[src/rtl/cardinal_router_local_port.sv]
// Router-side endpoint of the NIC link: owns link polarity, two 1-deep VC buffers
// per direction, and a sticky VC protocol-error flag.
module cardinal_router_local_port #(
   parameter int DATA_W = 64,
   parameter int VC_LSB = 0
) (
   input  logic              clk,
   input  logic              reset,
   output logic              net_polarity,
   input  logic              net_so,
   output logic              net_ro,
   input  logic [DATA_W-1:0] net_do,
   output logic              net_si,
   input  logic              net_ri,
   output logic [DATA_W-1:0] net_di,
   output logic              inj_valid,
   input  logic              inj_ready,
   output logic [DATA_W-1:0] inj_data,
   input  logic              ej_valid,
   output logic              ej_ready,
   input  logic [DATA_W-1:0] ej_data,
   output logic              vc_err
);

   logic              polarity;
   logic [1:0]        inj_full;
   logic [1:0]        ej_full;
   logic [DATA_W-1:0] inj_buf [2];
   logic [DATA_W-1:0] ej_buf  [2];

   logic link_vc, fab_vc;
   logic inj_hit, inj_bad, inj_take;
   logic ej_hit, ej_bad;

   // Link side always works on VC == polarity, fabric side on the opposite VC,
   // so capture and drain never target the same buffer in one cycle.
   always_comb begin
      link_vc      = polarity;
      fab_vc       = ~polarity;
      net_polarity = polarity;

      net_ro   = ~inj_full[link_vc];
      inj_hit  = net_so & net_ro & (net_do[VC_LSB] == link_vc);
      inj_bad  = net_so & net_ro & (net_do[VC_LSB] != link_vc);

      inj_valid = inj_full[fab_vc];
      inj_data  = inj_valid ? inj_buf[fab_vc] : '0;
      inj_take  = inj_valid & inj_ready;

      ej_ready = ~ej_full[fab_vc];
      ej_hit   = ej_valid & ej_ready & (ej_data[VC_LSB] == fab_vc);
      ej_bad   = ej_valid & ej_ready & (ej_data[VC_LSB] != fab_vc);

      net_si = ej_full[link_vc] & net_ri;
      net_di = net_si ? ej_buf[link_vc] : '0;
   end

   always_ff @(posedge clk) begin
      if (reset) begin
         polarity <= 1'b0;
         inj_full <= '0;
         ej_full  <= '0;
         vc_err   <= 1'b0;
         for (int unsigned i = 0; i < 2; i++) begin
            inj_buf[i] <= '0;
            ej_buf[i]  <= '0;
         end
      end else begin
         polarity <= ~polarity;
         if (inj_hit) begin
            inj_buf[link_vc]  <= net_do;
            inj_full[link_vc] <= 1'b1;
         end
         if (inj_take)
            inj_full[fab_vc] <= 1'b0;
         if (ej_hit) begin
            ej_buf[fab_vc]  <= ej_data;
            ej_full[fab_vc] <= 1'b1;
         end
         if (net_si)
            ej_full[link_vc] <= 1'b0;
         if (inj_bad | ej_bad)
            vc_err <= 1'b1;
      end
   end

endmodule

[config.mk]
export PLATFORM = sky130hd
export DESIGN_NAME = cardinal_router_local_port
export DESIGN_NICKNAME = d
export VERILOG_FILES = /design/src/rtl/cardinal_router_local_port.sv
export SDC_FILE = /design/constraint.sdc
export NUM_CORES = 1
export LEC_CHECK = 0
export BUFFER_PORTS_ARGS = -buffer_cell sky130_fd_sc_hd__buf_2
export CAP_MARGIN = 10
export CORE_MARGIN = 2
export CORE_UTILIZATION = 55
export CTS_CLUSTER_SIZE = 24
export DETAILED_ROUTE_END_ITERATION = 10
export PLACE_DENSITY_LB_ADDON = 0.2
export SLEW_MARGIN = 20
export SYNTH_ARGS = -nofsm -noshare
export SYNTH_HDL_FRONTEND = slang
export SYNTH_SLANG_ARGS = --single-unit
[constraint.sdc]
create_clock -name clk -period 9.04 [get_ports clk]
set_input_delay 1.808 -clock clk [delete_from_list [all_inputs] [get_ports clk]]
set_output_delay 1.808 -clock clk [all_outputs]
set_load 0.005 [all_outputs]
==> reports/qor.yml <==
final_cell_mix: "buf_2 (267), edfxtp_1 (256), and2_1 (252), mux2i_1 (67), nor2_1 (67)"
rsz0062_at_grt: "false"
critical_path.startpoint: "net_ri"
critPathMaxFanout: 37
relSlewSlack_pct: 35.9
path_common_cell: "buf_2"
pwr_density_cell_nw_per_um2: 191
hp-class: "reg2reg"
fillers: 1570
start_util_pct: 55.5
portBuffers: 267
syn_inst: 809
tns_ps: 0
syn_to_final_growth_pct: 19.2
final_max_slew_viol_count: 0
synth_cell_type_count: 32
cts_htree_levels: 1
drt_pass1_iterations: 4
dp_hpwl_um: 14400
finalInstanceArea_um2: 13800
routabilityCongestion: 0.768
finalHoldViolations: 0
ant_nets: 0
post_cts_resized: 0
post_cts.repair.setup_buffers: 0
cap_violations: 0
clockRootBuffer: "clkbuf_16"
post-route-util_pct: 66.2
required_ps: 7230
synth_top_area_cell: "edfxtp_1"
antenna_found_initial: 8
power.total_mw: 2.63
netlist_area_um2: 11600
worst_pin_slew_ps: 961
r2r_start: "net_polarity$_SDFF_PP0_"
setup_viol: 0
finalCriticalPeriod_ps: 5140
clk_pin_slew_worst_paths_ps: 60
synth_top_area_share_pct: 66.5
crit_chain: "buf_2 -> and3_2 -> buf_4 -> a22o_1 -> buf_2"
ys_ff_latch: 262
ctsHoldBuffers: 0
outcome: "complete, no violations"
clock-sinks: 262
leakage_nw: 5.88
grt_max_degree: 65
reg2reg_depth: 3
finalClockSkew_ps: 11.3
clockBufferDepth: 3
die_y_um: 149
yosys-top-cells-area: "edfxtp_1 (66%), and2_1 (14%), mux2i_1 (5.9%)"
dp_cells: 1304
dieArea_um2: 22200
core_area_um2: 20800
fmax_mhz: 195
postPlaceCellArea_um2: 12900
pin_count: 268
drc: 0
nNetsFinal: 1193
whs_path_depth: 2
layout.cells.non_filler: 1359
slowest_stage: "and3_2"
vias: 7053
synth-seq-area-share_pct: 67.5
drive_above_1_share_pct: 30.3
dr.first_iter.drc_count: 467
vdd_drop_max_uv: 166
grt_pass1_wl_um: 37000
finalCritPeriodShare_pct: 56.9
cp-start-kind: "primary input"
grt_pass1_vias: 7070
critPathArrivalTime_ps: 3330
syn_area_per_cell_um2: 14.3
numCtsBuffers: 27
vias_per_cell: 5.19
fp-row-count: 53
yosysWarningCount: 0
cp_slowest_stage_delay_ps: 570
hold_path_startpoint: "vc_err$_SDFFE_PP0P_"
routedWlPerCell_um: 17.4
overflow: 0
insertion_delay_ps: 520
die_x_um: 149
cts_tree: "done"
critPathCaptureType: "output pin"
crit_type: "in2out"
routed_wl_um: 23700
grt_usage_pct: 21.1
layout_commonest_cell: "buf_2"
-- flip-flops by register name, indices dropped and copies added, names as in the netlist --
signal and cells:
ej_buf 128, ej_full 2, inj_buf 128, inj_full 2, net_polarity 1, vc_err 1
-- metrics by stage --
step                hold WS [ps]  setup WS [ps]
finish                       538           3900
floorplan                    495           4760
CTS                          518           3870
detailed placement           504           3890
global placement             496           4010
global route                 562           3770
-- where the power goes --
group	leakage, nW	total [mW]	switching, mW	internal [mW]
logic	2.75	0.168	0.0979	0.0704
registers	2.73	1.43	0.0233	1.41
clock network	0.403	1.03	0.430	0.602
-- worst paths after layout --
| check | to | slack, ps |
|---|---|---|
| max | net_di[31] | 3900 |
| min | vc_err$_SDFFE_PP0P_ | 540 |
| max reg2reg | ej_buf[0][52]$_SDFFCE_PN0P_ | 6810 |
| min reg2reg | vc_err$_SDFFE_PP0P_ | 540 |
-- final cells by class --
class / instances / area [um2] / area share (%)
Sequential cell: 262 / 7810 / 56.7
Multi-Input combinational cell: 486 / 3340 / 24.3
Timing Repair Buffer: 278 / 1430 / 10.4
Clock buffer: 33 / 698 / 5.07
Tap cell: 275 / 344 / 2.50
Clock inverter: 15 / 121 / 0.881
Inverter: 4 / 15.0 / 0.109
Antenna cell: 6 / 15.0 / 0.109
-- metal layers --
layer | track usage (%) | wire [um] | up-vias
met3 | 5.72 | 1960 | 37
met2 | 35.7 | 11700 | 234
li1 | - | - | 3386
met4 | 6.33 | 562 | 4
met1 | 26.9 | 9400 | 3392
met5 | 0 | 27 | -
-- worst max-delay path, delay by kind of cell --
kind / cells / cell delay, ps
compound gates: 1 / 230
buf+inv: 3 / 700
simple gates: 1 / 570
-- logic make-up after synthesis --
kind of cell | after synthesis | synth area share [%]
AO/OA/AOI/OAI | 77 | 5.52
other | 1 | 0.0324
buffers and inverters | 62 | 3.84
flip-flops | 262 | 67.5
AND/OR/NAND/NOR | 339 | 17.2
multiplexers | 68 | 5.89
-- synth_stat cells --
cell / instances
and3b_1: 2
a21o_1: 1
a22o_1: 64
nor3_1: 1
and4bb_1: 1
o21ai_0: 3
nand2b_1: 3
and2_1: 252
a311oi_1: 1
and4b_1: 1
inv_1: 4
mux2i_1: 68
buf_6: 19
edfxtp_1: 256
buf_2: 23
conb_1: 1
o22ai_1: 2
nor4bb_1: 1
nand4b_1: 1
nor2b_4: 1
nor2_4: 1
clkbuf_1: 2
and3_1: 2
nor2_1: 67
clkbuf_2: 5
a31o_2: 1
a21oi_1: 5
nor2b_2: 1
or2_2: 1
nor2b_1: 4
dfxtp_1: 6
buf_4: 9
Note: power is estimated with default switching activity, not from simulation.
